## src/rtl/apb_mc_pkg.sv

```systemverilog
// Shared types for the multi-slave APB requester.
// The request register width follows the package widths below; the top's
// ADDR_W/DATA_W parameters default to these values.
package apb_mc_pkg;

  localparam int unsigned REQ_ADDR_W = 12;
  localparam int unsigned REQ_DATA_W = 32;
  localparam int unsigned REQ_STRB_W = REQ_DATA_W / 8;

  typedef enum logic [1:0] {
    IDLE,
    SETUP,
    ACCESS
  } state_e;

  // Captured request: direction, byte address, write data and strobes.
  typedef struct packed {
    logic                  write;
    logic [REQ_ADDR_W-1:0] addr;
    logic [REQ_DATA_W-1:0] wdata;
    logic [REQ_STRB_W-1:0] strb;
  } apb_req_t;

  // Ceiling log2, used for select and wait-counter widths.
  function automatic int unsigned clog2(input int unsigned value);
    int unsigned res;
    res = 0;
    for (int unsigned v = value - 1; v > 0; v = v >> 1) begin
      res = res + 1;
    end
    return res;
  endfunction

endpackage

```

## src/rtl/apb_rsp_mux.sv

```systemverilog
// One-hot response mux: picks the selected slave's pready/pslverr/prdata.
// Ports:
//   sel_onehot  one-hot slave select (registered psel)
//   pready/pslverr/prdata  per-slave response inputs
//   pready_c/pslverr_c/prdata_c  selected slave's response (combinational)
module apb_rsp_mux #(
  parameter int unsigned NUM_SLV = 4,
  parameter int unsigned DATA_W  = 32
) (
  input  logic [NUM_SLV-1:0]        sel_onehot,
  input  logic [NUM_SLV-1:0]        pready,
  input  logic [NUM_SLV-1:0]        pslverr,
  input  logic [NUM_SLV*DATA_W-1:0] prdata,
  output logic                      pready_c,
  output logic                      pslverr_c,
  output logic [DATA_W-1:0]         prdata_c
);

  // AND-OR select; unselected slaves contribute nothing.
  always_comb begin
    pready_c  = |(sel_onehot & pready);
    pslverr_c = |(sel_onehot & pslverr);
    prdata_c  = '0;
    for (int i = 0; i < NUM_SLV; i++) begin
      if (sel_onehot[i]) begin
        prdata_c = prdata_c | prdata[i*DATA_W +: DATA_W];
      end
    end
  end

endmodule

```

## src/rtl/apb_master_mc.sv

```systemverilog
// Multi-slave APB4 requester: accepts single-beat requests on a valid/ready
// port, runs SETUP/ACCESS on the decoded slave, and returns a one-cycle
// response pulse with read data, error and timeout status.
// Ports:
//   pclk, presetn                 clock, synchronous active-low reset
//   req_valid/req_ready/req_*     request port (req_ready is combinational)
//   rsp_valid/rsp_rdata/rsp_err/rsp_timeout  registered response
//   psel/penable/pwrite/paddr/pwdata/pstrb   registered APB outputs
//   pready/prdata/pslverr         per-slave APB responses
module apb_master_mc
  import apb_mc_pkg::*;
#(
  parameter int unsigned ADDR_W  = REQ_ADDR_W,
  parameter int unsigned DATA_W  = REQ_DATA_W,
  parameter int unsigned NUM_SLV = 4,
  parameter int unsigned TIMEOUT = 16
) (
  input  logic                      pclk,
  input  logic                      presetn,
  input  logic                      req_valid,
  output logic                      req_ready,
  input  logic                      req_write,
  input  logic [ADDR_W-1:0]         req_addr,
  input  logic [DATA_W-1:0]         req_wdata,
  input  logic [DATA_W/8-1:0]       req_strb,
  output logic                      rsp_valid,
  output logic [DATA_W-1:0]         rsp_rdata,
  output logic                      rsp_err,
  output logic                      rsp_timeout,
  output logic [NUM_SLV-1:0]        psel,
  output logic                      penable,
  output logic                      pwrite,
  output logic [ADDR_W-1:0]         paddr,
  output logic [DATA_W-1:0]         pwdata,
  output logic [DATA_W/8-1:0]       pstrb,
  input  logic [NUM_SLV-1:0]        pready,
  input  logic [NUM_SLV*DATA_W-1:0] prdata,
  input  logic [NUM_SLV-1:0]        pslverr
);

  localparam int unsigned SEL_W  = clog2(NUM_SLV);
  localparam int unsigned CNT_W  = clog2(TIMEOUT);
  localparam int unsigned STRB_W = DATA_W / 8;

  state_e              state_q, state_d;
  apb_req_t            req_q, req_d;
  logic [CNT_W-1:0]    cnt_q, cnt_d;
  logic [NUM_SLV-1:0]  psel_q, psel_d;
  logic                penable_q, penable_d;
  logic                pwrite_q, pwrite_d;
  logic [ADDR_W-1:0]   paddr_q, paddr_d;
  logic [DATA_W-1:0]   pwdata_q, pwdata_d;
  logic [STRB_W-1:0]   pstrb_q, pstrb_d;
  logic                rsp_valid_q, rsp_valid_d;
  logic [DATA_W-1:0]   rsp_rdata_q, rsp_rdata_d;
  logic                rsp_err_q, rsp_err_d;
  logic                rsp_timeout_q, rsp_timeout_d;

  logic                sel_pready_c;
  logic                sel_pslverr_c;
  logic [DATA_W-1:0]   sel_prdata_c;
  logic                timeout_hit_c;
  logic                done_c;

  // psel_q is only non-zero in SETUP/ACCESS, so it doubles as the mux select.
  apb_rsp_mux #(
    .NUM_SLV (NUM_SLV),
    .DATA_W  (DATA_W)
  ) u_rsp_mux (
    .sel_onehot (psel_q),
    .pready     (pready),
    .pslverr    (pslverr),
    .prdata     (prdata),
    .pready_c   (sel_pready_c),
    .pslverr_c  (sel_pslverr_c),
    .prdata_c   (sel_prdata_c)
  );

  // Next state, request capture, wait counter, response and APB outputs.
  always_comb begin
    state_d       = state_q;
    req_d         = req_q;
    cnt_d         = cnt_q;
    rsp_valid_d   = 1'b0;
    rsp_rdata_d   = rsp_rdata_q;
    rsp_err_d     = rsp_err_q;
    rsp_timeout_d = rsp_timeout_q;
    req_ready     = 1'b0;
    psel_d        = '0;
    penable_d     = 1'b0;
    pwrite_d      = 1'b0;
    paddr_d       = '0;
    pwdata_d      = '0;
    pstrb_d       = '0;

    timeout_hit_c = (cnt_q == CNT_W'(TIMEOUT - 1));
    done_c        = (state_q == ACCESS) && (sel_pready_c || timeout_hit_c);

    case (state_q)
      IDLE: begin
        req_ready = presetn;
      end
      SETUP: begin
        state_d = ACCESS;
        cnt_d   = '0;
      end
      ACCESS: begin
        if (done_c) begin
          req_ready   = presetn;
          state_d     = IDLE;
          rsp_valid_d = 1'b1;
          // pready wins over a simultaneous timeout.
          if (sel_pready_c) begin
            rsp_rdata_d   = req_q.write ? '0 : sel_prdata_c;
            rsp_err_d     = sel_pslverr_c;
            rsp_timeout_d = 1'b0;
          end else begin
            rsp_rdata_d   = '0;
            rsp_err_d     = 1'b1;
            rsp_timeout_d = 1'b1;
          end
        end else begin
          cnt_d = cnt_q + CNT_W'(1);
        end
      end
      default: begin
        state_d = IDLE;
      end
    endcase

    if (req_valid && req_ready) begin
      state_d     = SETUP;
      req_d.write = req_write;
      req_d.addr  = req_addr;
      req_d.wdata = req_wdata;
      req_d.strb  = req_strb;
    end

    // APB outputs are derived from where the FSM is heading next.
    if (state_d != IDLE) begin
      psel_d[req_d.addr[ADDR_W-1 -: SEL_W]] = 1'b1;
      penable_d = (state_d == ACCESS);
      pwrite_d  = req_d.write;
      paddr_d   = req_d.addr;
      if (req_d.write) begin
        pwdata_d = req_d.wdata;
        pstrb_d  = req_d.strb;
      end
    end
  end

  // State and output registers.
  always_ff @(posedge pclk) begin
    if (!presetn) begin
      state_q       <= IDLE;
      req_q         <= '0;
      cnt_q         <= '0;
      psel_q        <= '0;
      penable_q     <= 1'b0;
      pwrite_q      <= 1'b0;
      paddr_q       <= '0;
      pwdata_q      <= '0;
      pstrb_q       <= '0;
      rsp_valid_q   <= 1'b0;
      rsp_rdata_q   <= '0;
      rsp_err_q     <= 1'b0;
      rsp_timeout_q <= 1'b0;
    end else begin
      state_q       <= state_d;
      req_q         <= req_d;
      cnt_q         <= cnt_d;
      psel_q        <= psel_d;
      penable_q     <= penable_d;
      pwrite_q      <= pwrite_d;
      paddr_q       <= paddr_d;
      pwdata_q      <= pwdata_d;
      pstrb_q       <= pstrb_d;
      rsp_valid_q   <= rsp_valid_d;
      rsp_rdata_q   <= rsp_rdata_d;
      rsp_err_q     <= rsp_err_d;
      rsp_timeout_q <= rsp_timeout_d;
    end
  end

  assign psel        = psel_q;
  assign penable     = penable_q;
  assign pwrite      = pwrite_q;
  assign paddr       = paddr_q;
  assign pwdata      = pwdata_q;
  assign pstrb       = pstrb_q;
  assign rsp_valid   = rsp_valid_q;
  assign rsp_rdata   = rsp_rdata_q;
  assign rsp_err     = rsp_err_q;
  assign rsp_timeout = rsp_timeout_q;

endmodule

```

## config.mk

```make
export PLATFORM = sky130hd
export DESIGN_NAME = apb_master_mc
export DESIGN_NICKNAME = d
export VERILOG_FILES = /design/src/rtl/apb_mc_pkg.sv /design/src/rtl/apb_rsp_mux.sv /design/src/rtl/apb_master_mc.sv
export SDC_FILE = /design/constraint.sdc
export NUM_CORES = 1
export LEC_CHECK = 0
export ABC_AREA = 1
export CAP_MARGIN = 40
export CELL_PAD_IN_SITES_DETAIL_PLACEMENT = 1
export CELL_PAD_IN_SITES_GLOBAL_PLACEMENT = 1
export CORE_MARGIN = 4
export CORE_UTILIZATION = 25
export DETAILED_ROUTE_END_ITERATION = 8
export PLACE_DENSITY_LB_ADDON = 0.1
export SYNTH_ARGS = -nofsm -noshare
export SYNTH_HDL_FRONTEND = slang
export SYNTH_HIERARCHICAL = 1
export SYNTH_SLANG_ARGS = --single-unit
```

## constraint.sdc

```tcl
create_clock -name pclk -period 1.8 [get_ports pclk]
set_input_delay 0.36 -clock pclk [delete_from_list [all_inputs] [get_ports pclk]]
set_output_delay 0.36 -clock pclk [all_outputs]
set_load 0.01 [all_outputs]
```

==> results.txt <==
TritonCTS clock tree: done
Crit-path most repeated cell: nand2_2
Seq/Total Area, Yosys: 46.5%
CP Data Required Time: 2110 ps
Final Slew Violations: 0
FF+latch count, synth: 144
Main combinational cell family by area after synthesis: simple AND/OR/NAND/NOR gates
Syn_nets: 1103
CP top delay family: buffers and inverters
Synthesized area: 0.00620 mm^2
Clk root buf: clkbuf_16
Endpoint type of the worst setup path: flop
Layout area overhead: 67.6%
Simple-gate share of the synthesized area: 33.5%
Peak supply drop: 0.506 mV
Initial antenna violation count: 1
Final instance area: 0.0104 mm^2
CP cell instances: clkdlybuf4s50_1 > nand2_2 > nand2_1 > inv_1 > nand2_2 > inv_2 > nand3_2 > buf_6 > nand3_4 > nand2_2 > nand2_2 > nand3_4 > clkbuf_16 > nor2_4
Endpoints failing setup: 0
Worst EP arrival: 2080 ps
Mux share of post-synthesis cell area: 0%
All-Layer GR Usage: 15.8%
Post-synthesis adder-cell area fraction: 0.202%
Number of hold buffers added after CTS: 0
Hold Fails Final Rpt: 0
CP max FO: 7
Die Wd: 165 um
CTS sink count: 144
Worst Max-Slew Pin Slew: 621 ps
Number of I/O pins: 278
Crit path largest cell delay: 480 ps
Top cells by area, synth: dfxtp_1, nand2_1, inv_1, nor2_1, o21ai_0
Post-synth top area share: 46.5%
Clock Latency Late Sink: 420 ps
Yosys top cell by area: dfxtp_1
Clock Skews: 16.4 ps
Synth top cells by count: nand2_1, dfxtp_1, inv_1, nor2_1, o21ai_0
Detailed Place HPWL: 16200 um
Leakage: 4.56 nW
Worst setup margin: 29.4 ps
Remaining antenna violation count: 0
Area after DPL: 0.00944 mm^2
Ys async rst share: 0%
Share of cells above drive strength 1: 13.0%
First-pass GRT wire length: 33800 um
Cell Pwr Density: 778 mW/mm^2
Routed vias/inst: 4.16
YS warnings: 6
Die ar.: 0.0274 mm^2
Diode count: 0
Worst path slowest cell: clkdlybuf4s50_1
Maximum level of the CTS H-tree: 4
Vias in the first global route: 6428
TritonRoute pass-1 iters: 4
CTS max path bufs: 2
Num rows: 57
Fmax: 0.565 GHz
Distinct cells, synth: 21
Largest net degree at the start of global routing: 54
Initial drt markers: 181
Die Y: 165 um
RePlAce Congestion: 0.735
Startpoint types: primary input
Fin crit period: 1770 ps
Port Buf Inserts: 277
Starting Density: 25.5%
Slew margin rel.: 58.6%
Worst-path clk slew: 70 ps
Synth Area in Compound Gates: 6.36%
Status: completed
Post-synthesis xor/xnor area fraction: 0.141%
EDFF count, synth: 0
Cells after Synth: 914
Synth Flop Type: dfxtp_1
Final #Nets: 1397
Critical path type: in2reg
WL final: 22500 um
Core region area: 0.0243 mm^2
Max-cap viol count: 0
Count leader, synth: nand2_1
Worst min path class: in2reg
Buf+Inv Stages, Crit Path: 5
Pwr Total: 8.08 mW
Global route overflow: 0
Routed length per instance: 14.5 um
Via Count: 6431
Synth Area per Inst: 6.78 um^2
Post-Place Setup Slack: -462 ps
Final period util: 98.4%
DRC errors left: 0
CTS Buf Count: 17
RSZ-0062 raised after global routing: yes
## worst paths after layout
| kind | from | endpoint | slack, ps | cells past startpoint |
|---|---|---|---|---|
| worst max-delay path | pready[0] | pwdata[22] | 30 | 14 |
| worst min-delay path | pready[1] | rsp_timeout | 360 | 6 |
| worst max register to register | psel[0] | pwdata[3] | 60 | 13 |
| worst min register to register | rsp_rdata[6] | rsp_rdata[6] | 480 | 2 |
## layer usage
metal  vias up  global-route usage (%)  wire length (um)
li1       3315                       -                 -
met1      2936                    18.8              9220
met2       157                    26.7             11000
met3        21                    5.78              1840
met4         2                    4.39               382
met5         -                       0                13
## cell type report
class / count / area (um^2)
Clock buffer: 18 / 439
Timing Repair Buffer: 323 / 3350
Inverter: 128 / 480
Fill cell: 2988 / 13900
Multi-Input combinational cell: 594 / 2660
Sequential cell: 144 / 2890
Clock inverter: 14 / 161
Tap cell: 324 / 405
## placed cells by master, fill, tap and decap left out, types with 4 or more instances in the layout
cell	count
nand2_1	339
clkdlybuf4s50_1	270
dfxtp_1	140
inv_1	124
nor2_1	72
o21ai_0	38
nand3_1	34
o21ai_1	31
buf_4	27
nand2_2	26
nor2_2	24
clkbuf_16	20
buf_12	13
nor2_4	11
a21oi_1	5
inv_2	4
o21ai_2	4
inv_6	4
clkinv_8	4
inv_8	4
buf_6	4
## what timing repair did
action / in CTS / in global routing
buffers inserted: 0 / 6
resized for setup: 14 / 64
pin swaps: 0 / 10
setup endpoints to repair: 4 / 69
cloned: 0 / 4
## flip-flops by register name (all words and copies together), names as in the netlist
signal and count:
penable 1, rsp_rdata 32, rsp_timeout 1, state_q 2, pwdata 32, rsp_err 1, req_q 49, pwrite 1
rsp_valid 1, cnt_q 4, pstrb 4, psel 4, paddr 12
## stage by stage
| stage | utilization [%] | instances | setup TNS [ps] | hold WS (ps) |
|---|---|---|---|---|
| 2_1_floorplan | - | 914 | 0 | 447 |
| 3_3_place_gp | 38.8 | 1503 | -38610 | 464 |
| 3_5_place_dp | 38.8 | 1503 | -44180 | 470 |
| 4_1_cts | 41.4 | 1535 | -3.39 | 486 |
| 5_1_grt | 42.7 | 1545 | -4010 | 387 |
| 6_report | 42.7 | 1545 | 0 | 361 |
## worst min-delay path, stage by stage
cell and delay [ps]:
dlymetal6s2s_1 80, nand2_1 50, nand2_1 60, inv_1 40, nand2_2 80, a21oi_1 60
## power breakdown
group          switching, mW  internal (mW)
Clock                   1.62           1.91
Combinational          0.569          0.657
Sequential            0.0345           3.29
## cell families after synthesis
logic type                 Yosys count
xor gates and xnor gates             1
DFF                                144
AOI/OAI and AO/OA                   78
buffers and inverters              176
adders and majority gates            1
and+or+nand+nor                    514
(Power assumes the default switching activity.)
